File: config.mk
export PLATFORM = sky130hd
export DESIGN_NAME = alu_issue_ctrl_flat
export DESIGN_NICKNAME = d
export VERILOG_FILES = /design/src/rtl/alu_issue_ctrl_if.sv /design/src/rtl/alu_issue_ctrl.sv /design/src/flat_wrapper.sv
export SDC_FILE = /design/constraint.sdc
export NUM_CORES = 2
export LEC_CHECK = 0
export CORE_MARGIN = 1.5
export CORE_UTILIZATION = 40
export CTS_CLUSTER_DIAMETER = 60
export DETAILED_ROUTE_END_ITERATION = 8
export PLACE_DENSITY = 0.63
export RECOVER_POWER = 100
export SYNTH_ARGS = -nofsm -noshare
export SYNTH_HDL_FRONTEND = slang
export SYNTH_SLANG_ARGS = --single-unit
File: constraint.sdc
create_clock -name clk -period 47.8 [get_ports clk]
set_input_delay 9.56 -clock clk [delete_from_list [all_inputs] [get_ports clk]]
set_output_delay 9.56 -clock clk [all_outputs]
set_load 0.005 [all_outputs]
File: src/rtl/alu_issue_ctrl_if.sv
// rtl/alu_issue_ctrl_if.sv - handshake, ALU and debug bundle of the R-type issue controller
//
// Purpose: groups every non-clock/reset signal of alu_issue_ctrl.
//   slave  : controller view (accepts instructions, drives the ALU operands)
//   master : environment view (fetch side, ALU result, debug port)
// Signals:
//   in_valid/in_instr/in_ready          instruction word handshake
//   alu_rs_data/alu_rt_data/alu_funct/alu_shamt  registered ALU operands
//   alu_result                          combinational ALU result
//   done/err                            writeback / reject pulses
//   instr_cnt                           completed-instruction counter
//   dbg_addr/dbg_data                   register-file debug read
interface alu_issue_ctrl_if;
  logic        in_valid;
  logic [31:0] in_instr;
  logic        in_ready;
  logic [31:0] alu_rs_data;
  logic [31:0] alu_rt_data;
  logic [5:0]  alu_funct;
  logic [4:0]  alu_shamt;
  logic [31:0] alu_result;
  logic        done;
  logic        err;
  logic [15:0] instr_cnt;
  logic [4:0]  dbg_addr;
  logic [31:0] dbg_data;

  modport slave (
    input  in_valid, in_instr, alu_result, dbg_addr,
    output in_ready, alu_rs_data, alu_rt_data, alu_funct, alu_shamt,
           done, err, instr_cnt, dbg_data
  );

  modport master (
    output in_valid, in_instr, alu_result, dbg_addr,
    input  in_ready, alu_rs_data, alu_rt_data, alu_funct, alu_shamt,
           done, err, instr_cnt, dbg_data
  );
endinterface

File: src/rtl/alu_issue_ctrl.sv
// rtl/alu_issue_ctrl.sv - multi-cycle MIPS R-type issue controller driving an external ALU
//
// Purpose: accepts R-type words, reads rs/rt from an internal 32x32 register
// file, presents operands/funct/shamt to a combinational ALU and writes the
// result back to rd. Sequence: IDLE -> READ -> EXEC -> WB (-> IDLE).
// Illegal opcode/funct is rejected from READ with a one-cycle err pulse.
// Ports:
//   clk  rising-edge clock
//   rst  asynchronous active-high reset (clears FSM, outputs, register file)
//   bus  alu_issue_ctrl_if.slave (handshake, ALU operands/result, done/err,
//        instr_cnt, debug register read)
// Configuration macro: ALU_ISSUE_OVERLAP_EN
//   defined   : in_ready also high in WB, a new word may be latched on the
//               writeback edge (one instruction per 3 cycles)
//   undefined : in_ready high only in IDLE (one instruction per 4 cycles)
module alu_issue_ctrl (
  input  logic            clk,
  input  logic            rst,
  alu_issue_ctrl_if.slave bus
);

  typedef enum logic [1:0] {
    S_IDLE = 2'd0,
    S_READ = 2'd1,
    S_EXEC = 2'd2,
    S_WB   = 2'd3
  } state_t;

  localparam logic [5:0] OP_RTYPE = 6'h00;
  localparam logic [5:0] FN_SLL   = 6'h00;
  localparam logic [5:0] FN_SLLV  = 6'h04;
  localparam logic [5:0] FN_ADDU  = 6'h21;
  localparam logic [5:0] FN_SUBU  = 6'h23;

  state_t      state_q, state_d;
  logic [31:0] instr_q, instr_d;
  logic [31:0] rs_data_q, rs_data_d;
  logic [31:0] rt_data_q, rt_data_d;
  logic [5:0]  funct_q, funct_d;
  logic [4:0]  shamt_q, shamt_d;
  logic [31:0] wb_q, wb_d;
  logic        err_q, err_d;
  logic [15:0] cnt_q, cnt_d;
  logic [31:0] rf_q [32];
  logic [31:0] rf_d [32];

  logic        in_ready;
  logic        done;
  logic        accept;
  logic        legal;

  logic [5:0]  dec_op;
  logic [4:0]  dec_rs;
  logic [4:0]  dec_rt;
  logic [4:0]  dec_rd;
  logic [4:0]  dec_shamt;
  logic [5:0]  dec_funct;

  assign dec_op    = instr_q[31:26];
  assign dec_rs    = instr_q[25:21];
  assign dec_rt    = instr_q[20:16];
  assign dec_rd    = instr_q[15:11];
  assign dec_shamt = instr_q[10:6];
  assign dec_funct = instr_q[5:0];

  always_comb begin
    legal = 1'b0;
    if (dec_op == OP_RTYPE) begin
      case (dec_funct)
        FN_SLL, FN_SLLV, FN_ADDU, FN_SUBU: legal = 1'b1;
        default:                           legal = 1'b0;
      endcase
    end
  end

  assign accept = bus.in_valid && in_ready;

  // State register
  always_ff @(posedge clk or posedge rst) begin
    if (rst) begin
      state_q <= S_IDLE;
    end else begin
      state_q <= state_d;
    end
  end

  // Next-state logic; in the default build accept is never high in WB,
  // so the WB arm falls back to IDLE.
  always_comb begin
    state_d = state_q;
    case (state_q)
      S_IDLE:  if (accept) state_d = S_READ;
      S_READ:  state_d = legal ? S_EXEC : S_IDLE;
      S_EXEC:  state_d = S_WB;
      S_WB:    state_d = accept ? S_READ : S_IDLE;
      default: state_d = S_IDLE;
    endcase
  end

  // FSM outputs
  always_comb begin
    in_ready = (state_q == S_IDLE);
`ifdef ALU_ISSUE_OVERLAP_EN
    if (state_q == S_WB) in_ready = 1'b1;
`endif
    done = (state_q == S_WB);
  end

  // Datapath next values
  always_comb begin
    instr_d   = instr_q;
    rs_data_d = rs_data_q;
    rt_data_d = rt_data_q;
    funct_d   = funct_q;
    shamt_d   = shamt_q;
    wb_d      = wb_q;
    err_d     = 1'b0;
    cnt_d     = cnt_q;
    rf_d      = rf_q;

    if (accept) begin
      instr_d = bus.in_instr;
    end

    // Rejected words leave the ALU operands untouched.
    if (state_q == S_READ) begin
      if (legal) begin
        rs_data_d = rf_q[dec_rs];
        rt_data_d = rf_q[dec_rt];
        funct_d   = dec_funct;
        shamt_d   = dec_shamt;
      end else begin
        err_d = 1'b1;
      end
    end

    if (state_q == S_EXEC) begin
      wb_d = bus.alu_result;
    end

    // With overlap enabled instr_q still holds the retiring word here, the
    // new word only lands in instr_q on this same edge, so the next READ
    // sees the updated register file.
    if (state_q == S_WB) begin
      cnt_d = cnt_q + 16'd1;
      if (dec_rd != 5'd0) begin
        rf_d[dec_rd] = wb_q;
      end
    end
  end

  // Datapath registers
  always_ff @(posedge clk or posedge rst) begin
    if (rst) begin
      instr_q   <= '0;
      rs_data_q <= '0;
      rt_data_q <= '0;
      funct_q   <= '0;
      shamt_q   <= '0;
      wb_q      <= '0;
      err_q     <= 1'b0;
      cnt_q     <= '0;
      for (int i = 0; i < 32; i++) begin
        rf_q[i] <= '0;
      end
    end else begin
      instr_q   <= instr_d;
      rs_data_q <= rs_data_d;
      rt_data_q <= rt_data_d;
      funct_q   <= funct_d;
      shamt_q   <= shamt_d;
      wb_q      <= wb_d;
      err_q     <= err_d;
      cnt_q     <= cnt_d;
      for (int i = 0; i < 32; i++) begin
        rf_q[i] <= rf_d[i];
      end
    end
  end

  assign bus.in_ready    = in_ready;
  assign bus.alu_rs_data = rs_data_q;
  assign bus.alu_rt_data = rt_data_q;
  assign bus.alu_funct   = funct_q;
  assign bus.alu_shamt   = shamt_q;
  assign bus.done        = done;
  assign bus.err         = err_q;
  assign bus.instr_cnt   = cnt_q;
  assign bus.dbg_data    = (bus.dbg_addr == 5'd0) ? 32'd0 : rf_q[bus.dbg_addr];

endmodule

File: src/flat_wrapper.sv
// flat-port wrapper written by rule: the top's interface ports become plain ports
module alu_issue_ctrl_flat 
  (clk, rst, bus_in_valid, bus_in_instr, bus_alu_result, bus_dbg_addr, bus_in_ready, bus_alu_rs_data, bus_alu_rt_data, bus_alu_funct, bus_alu_shamt, bus_done, bus_err, bus_instr_cnt, bus_dbg_data);
  alu_issue_ctrl_if bus_i ();
  input  logic clk;
  input  logic rst;
  input wire logic [$bits(bus_i.in_valid)-1:0] bus_in_valid;
  input wire logic [$bits(bus_i.in_instr)-1:0] bus_in_instr;
  input wire logic [$bits(bus_i.alu_result)-1:0] bus_alu_result;
  input wire logic [$bits(bus_i.dbg_addr)-1:0] bus_dbg_addr;
  output wire logic [$bits(bus_i.in_ready)-1:0] bus_in_ready;
  output wire logic [$bits(bus_i.alu_rs_data)-1:0] bus_alu_rs_data;
  output wire logic [$bits(bus_i.alu_rt_data)-1:0] bus_alu_rt_data;
  output wire logic [$bits(bus_i.alu_funct)-1:0] bus_alu_funct;
  output wire logic [$bits(bus_i.alu_shamt)-1:0] bus_alu_shamt;
  output wire logic [$bits(bus_i.done)-1:0] bus_done;
  output wire logic [$bits(bus_i.err)-1:0] bus_err;
  output wire logic [$bits(bus_i.instr_cnt)-1:0] bus_instr_cnt;
  output wire logic [$bits(bus_i.dbg_data)-1:0] bus_dbg_data;
  assign bus_i.in_valid = bus_in_valid;
  assign bus_i.in_instr = bus_in_instr;
  assign bus_i.alu_result = bus_alu_result;
  assign bus_i.dbg_addr = bus_dbg_addr;
  assign bus_in_ready = bus_i.in_ready;
  assign bus_alu_rs_data = bus_i.alu_rs_data;
  assign bus_alu_rt_data = bus_i.alu_rt_data;
  assign bus_alu_funct = bus_i.alu_funct;
  assign bus_alu_shamt = bus_i.alu_shamt;
  assign bus_done = bus_i.done;
  assign bus_err = bus_i.err;
  assign bus_instr_cnt = bus_i.instr_cnt;
  assign bus_dbg_data = bus_i.dbg_data;
  alu_issue_ctrl u_core (.clk(clk), .rst(rst), .bus(bus_i));
endmodule
# Word level (Yosys, flattened, before mapping)
# Cells that the tools add are included.
# totals
out_inout_bits	126
input_bits	72
word_cells	89
ff_bits	1182
# op_classes
n_eq_ne	7
n_lt_le_gt_ge	5
add_sub_neg	1
bitwise_logic	4
n_mux	21
reduce_logical	10
# ops
cell	count
1024-bit bitwise mux	1
32-bit binary-select mux with 5-bit select	3
32-bit 2-to-1 mux	8
32-bit demux with 5-bit select	1
6-bit greater-or-equal comparator, second input constant	4
5-bit NOT with 6-bit output	4
16-bit by 1-bit adder with 16-bit output, second input constant	1
6-bit == test, second input constant	2
6-bit zero test	2
2-bit one-hot mux with 4 select lines	1
6-bit by 3-bit == test with 1-bit output, second input constant	1
6-bit by 1-bit less-than comparator with 1-bit output, second input constant	1
5-bit zero test	1
1-bit 2-to-1 mux	5
5-bit nonzero test	1
2-bit == test, second input constant	2
2-bit 2-to-1 mux	2
2-bit AND reduction	2
4-bit OR reduction	1
2-bit by 1-bit == test with 1-bit output, second input constant	1
1-bit logical AND	2
2-bit zero test	1
2-bit != test, second input constant	1

# Longest topological paths before layout
# logic_depth
depth_word	6
depth_mapped	8
ltp_nobuf	5

# Worst setup path before layout
# OpenSTA, ideal clock, no wires.
# synth_timing
path_kind	input-to-output
start	input port bus_dbg_addr[1]
end	output port bus_dbg_data[10]
path_buffers	3
setup_slack_ns	26.996
cell_stages	7
t_arrival_ns	11.244
path_cell_list	clkbuf_1 -> clkbuf_1 -> clkbuf_1 -> mux4_2 -> mux4_2 -> nand2_1 -> o21ai_1
# synth_between
elab_chain_cells	5
# synth_rtl
item	line	source
start: declaration	flat_wrapper.sv:10	input wire logic [$bits(bus_i.dbg_addr)-1:0] bus_dbg_addr;
5-bit NOT with 6-bit output (not written as such)	alu_issue_ctrl.sv:189	assign bus.dbg_data = (bus.dbg_addr == 5'd0) ? 32'd0 : rf_q[bus.dbg_addr];
32-bit binary-select mux with 5-bit select	alu_issue_ctrl.sv:189	
32-bit 2-to-1 mux (not written as such) (2 in a row)	alu_issue_ctrl.sv:189	
32-bit 2-to-1 mux *	alu_issue_ctrl.sv:189	
end: declaration	flat_wrapper.sv:19	output wire logic [$bits(bus_i.dbg_data)-1:0] bus_dbg_data;
# Mark *: on every way between the ends. The rest lies on a longest branch, timed or not. The select of a mux whose other input is x is not followed.

# Worst setup path in the final report
# layout_timing
start	input port bus_dbg_addr[1]
end	output port bus_dbg_data[28]
# Same word-level chain as after synthesis.

==> metrics.md <==
| Metric | Value |
|---|---|
| Outcome | `finished with violations` |
| Failing checks | `max-capacitance violations, max-slew violations` |
| Via/cell ratio | `6.49` |
| Pins Over Slew Limit | `3560` |
| Die X | `419 um` |
| Gr usage total | `26.5%` |
| FF-to-FF path depth | `7` |
| Root buffer cell | `clkbuf_16` |
| Ys flop type | `dfrtp_1` |
| Post-synth ARST share | `100%` |
| Global placement routability congestion | `0.824` |
| Core area | `172000 um2` |
| Reg-to-reg endpoint | `u_core.bus.alu_rs_data[13]$_DFFE_PP0P_` |
| Design area | `76500 um2` |
| Commonest cells after routing, fill and taps aside | `dfrtp_1 (1182), mux2_2 (1029), mux2i_1 (1024)` |
| Final setup fails | `0` |
| Post-CTS Setup Bufs | `0` |
| Peak supply drop | `0.0341 mV` |
| Synth-to-layout area growth | `10.6%` |
| CTS resizes | `0` |
| Setup crit end kind | `output pin` |
| Final setup margin | `16.39 ns` |
| Worst reg2reg startpoint | `u_core.instr_q[21]$_DFFE_PP0P_` |
| First-pass GRT wire length | `345000 um` |
| P_int | `1.91 mW` |
| Layout Utilization | `44.6%` |
| NetSw | `0.844 mW` |
| Syn Inst Count | `5222` |
| Total Nets Final | `5151` |
| Synth unique cells | `42` |
| Largest net degree at the start of global routing | `124` |
| CTS tree | `done` |
| Wire per inst | `31.4 um` |
| Pleak | `35.6 nW` |
| H-Tree Depth | `4` |
| Number of synthesized register bits | `1182` |
| Remaining Overflow, GRT | `0` |
| Clk slew on worst S/H paths | `0.06 ns` |
| Placed inst area | `72500 um2` |
| Placed Instances | `7247` |
| Setup_tns | `0 ns` |
| IO buf count | `197` |
| Critical path capture point | `bus_dbg_data[28]` |
| Max-Cap Viols | `85` |
| Later-pin clock latency in the skew report | `0.79 ns` |
| Sequential Power Share | `40.6%` |
| Flop-to-flop setup slack | `30.44 ns` |
| Synth Warn # | `0` |
| Leading cell type in the layout, fill and taps excluded | `dfrtp_1` |
| Critical Path Start | `bus_dbg_addr[1]` |
| Drt drc | `0` |
| Crit path DAT | `21.85 ns` |
| Standard-cell rows | `152` |
| Rel. slew slack | `-548%` |
| Initial antenna violation count | `5` |
| Ratio of cells with drive above 1 in the final layout | `32.1%` |
| Iter 0 DRT Violations | `4805` |
| Via count of the first global-routing pass | `48700` |
| Filler Cell Count | `15500` |
| DRT Pass-1 Iters | `5` |
| Max frequency | `0.0318 GHz` |
| Clk network pwr share | `40.0%` |
| Worst-Margin Slew | `9.71 ns` |
| Worst hold path type | `register to register` |
| Unrepaired setup endpoints after global routing | `no` |
| Final WL | `236000 um` |
| Area of the multi-input gates | `36700 um2` |
| Post-DP HPWL | `126000 um` |
| Clock Skew | `0.0312 ns` |
| Critical Setup Path Class | `input port to output pin` |
| Starting Density | `40.3%` |
| Final-report hold violation count | `0` |
| Die Ht | `419 um` |
| CTS Hold Buffers Added | `0` |
| CP required | `38.24 ns` |
| Critical path peak fanout | `87` |
| P per Cell Area | `36.0 nW/um2` |
| Worst setup SP type | `input port` |
| Combinational share of power | `19.4%` |
| Clk buf depth | `3` |
| Final Cycle Share | `65.7%` |
| Post-synth EDFFs | `0` |
| Via Count | `48700` |
| Ports | `198` |
| Final min period | `31.41 ns` |
| Number of routed nets with antenna violations | `0` |
| Pre-CTS WS | `24.24 ns` |
| Net Count, Synth | `5295` |
| # clock sinks | `1182` |
| Layout Cells excl Fill | `7496` |
| Part of the Yosys area used for sequential elements | `42.7%` |
| Switching Share | `30.7%` |
| Synth Area per Inst | `13.3 um2` |
| Register Area | `29600 um2` |
| CTS buffer count | `139` |
| Die area | `176000 um2` |
| Synthesized area | `69200 um2` |
-- logic make-up (layout without fill, tap and decap cells) --
| kind of cell | Yosys count | after routing | share of synthesized area (%) |
|---|---|---|---|
| compound gates | 802 | 802 | 9.18 |
| flops | 1182 | 1182 | 42.7 |
| xor+xnor | 15 | 15 | 0.190 |
| buf+inv | 616 | 579 | 4.06 |
| other cells | 0 | 1 | 0 |
| simple gates | 197 | 197 | 1.28 |
| mux | 2409 | 2409 | 42.5 |
| fa+ha+maj | 1 | 1 | 0.0181 |
-- cells in the mapped netlist, types with 3 or more instances --
library cell  instances  area, um2
xnor2_1              12        105
and3_1                4       25.0
clkbuf_4              6       45.0
inv_1                36        135
xor2_1                3       26.3
nor3b_1               4       30.0
a21oi_1             128        641
a221oi_1            127       1110
nand2_1             123        462
o41ai_1              11       96.3
mux4_2              320       7210
nor2b_1               5       31.3
buf_4                47        353
buf_6                14        158
and4_1                4       35.0
buf_1                79        297
nor3_1                3       15.0
nand2b_1              4       25.0
and2_1                8       50.1
o22ai_1              64        400
clkbuf_1            281       1050
mux2_1               36        405
buf_2               153        766
nor2_1               19       71.3
o21ai_1              32        160
nand3b_1              4       30.0
o41ai_2              54        878
a22oi_1             256       1920
mux2_2             1029      11600
nor2_2                4       25.0
mux2i_1            1024      10200
nand3_1               7       35.0
a22o_1              128       1120
dfrtp_1            1182      29600
-- registers in the layout, summed over array words and instances (netlist names), named ones only --
name / flops
u_core.rf_q: 1024
u_core.bus.alu_shamt: 5
u_core.bus.instr_cnt: 16
u_core.bus.alu_rs_data: 32
u_core.bus.alu_rt_data: 32
u_core.state_q: 1
u_core.wb_q: 32
u_core.instr_q: 32
u_core.bus.alu_funct: 6
u_core.bus.err: 1
-- worst min path at each step --
stage / startpoint / to / slack [ns] / cells after the start
after floorplan: u_core.rf_q[1000]$_DFFE_PP0P_ / u_core.rf_q[1000]$_DFFE_PP0P_ / 0.47 / 1
after global placement: u_core.rf_q[1003]$_DFFE_PP0P_ / u_core.rf_q[1003]$_DFFE_PP0P_ / 0.41 / 0
after detailed placement: u_core.rf_q[1000]$_DFFE_PP0P_ / u_core.rf_q[1000]$_DFFE_PP0P_ / 0.41 / 0
after CTS: u_core.rf_q[1000]$_DFFE_PP0P_ / u_core.rf_q[1000]$_DFFE_PP0P_ / 0.42 / 0
after global routing: u_core.rf_q[1002]$_DFFE_PP0P_ / u_core.rf_q[1002]$_DFFE_PP0P_ / 0.43 / 0
final: u_core.rf_q[1010]$_DFFE_PP0P_ / u_core.rf_q[1010]$_DFFE_PP0P_ / 0.42 / 0
-- power by group through the flow --
stage	logic [mW]	registers, mW	clock network, mW
after global placement	0.493	1.13	0
after global routing	0.554	1.13	1.16
final	0.536	1.12	1.10
after floorplan	0.389	1.06	0
after CTS	0.497	1.12	1.12
after detailed placement	0.496	1.13	0
-- per-layer routing --
metal  up-vias  share of wire, %  GRT usage, %  routed length [um]
met1     25700                40          34.4               94900
met3       644               7.4          4.97               17500
met2      2416                46          42.2              109000
met4         4               5.8          13.4               13800
met5         -            0.0098             0                  23
li1      19900                 -             -                   -
-- worst max-delay path: stages --
cell and delay [ns]:
clkbuf_1 4.01, clkbuf_1 2.75, clkbuf_1 2.53, o41ai_2 0.28
clkbuf_1 0.95, o21ai_0 1.01, clkdlybuf4s50_1 0.66
-- cell type report --
class / instances / share of cell area (%)
well taps: 2310 / 3.78
multi-input cells: 3424 / 47.9
clock inverters: 52 / 0.758
flip-flops and latches: 1182 / 38.6
repair buffers: 295 / 3.27
diodes: 1 / 0.00327
inverters: 36 / 0.178
clock buffers: 196 / 5.43
-- through the flow --
stage | hold WS, ns | power, mW
global route | 0.434 | 2.84
global placement | 0.407 | 1.63
CTS | 0.422 | 2.73
detailed placement | 0.410 | 1.63
finish | 0.424 | 2.75
floorplan | 0.466 | 1.45
No activity file was read; power rests on OpenSTA's default activity.
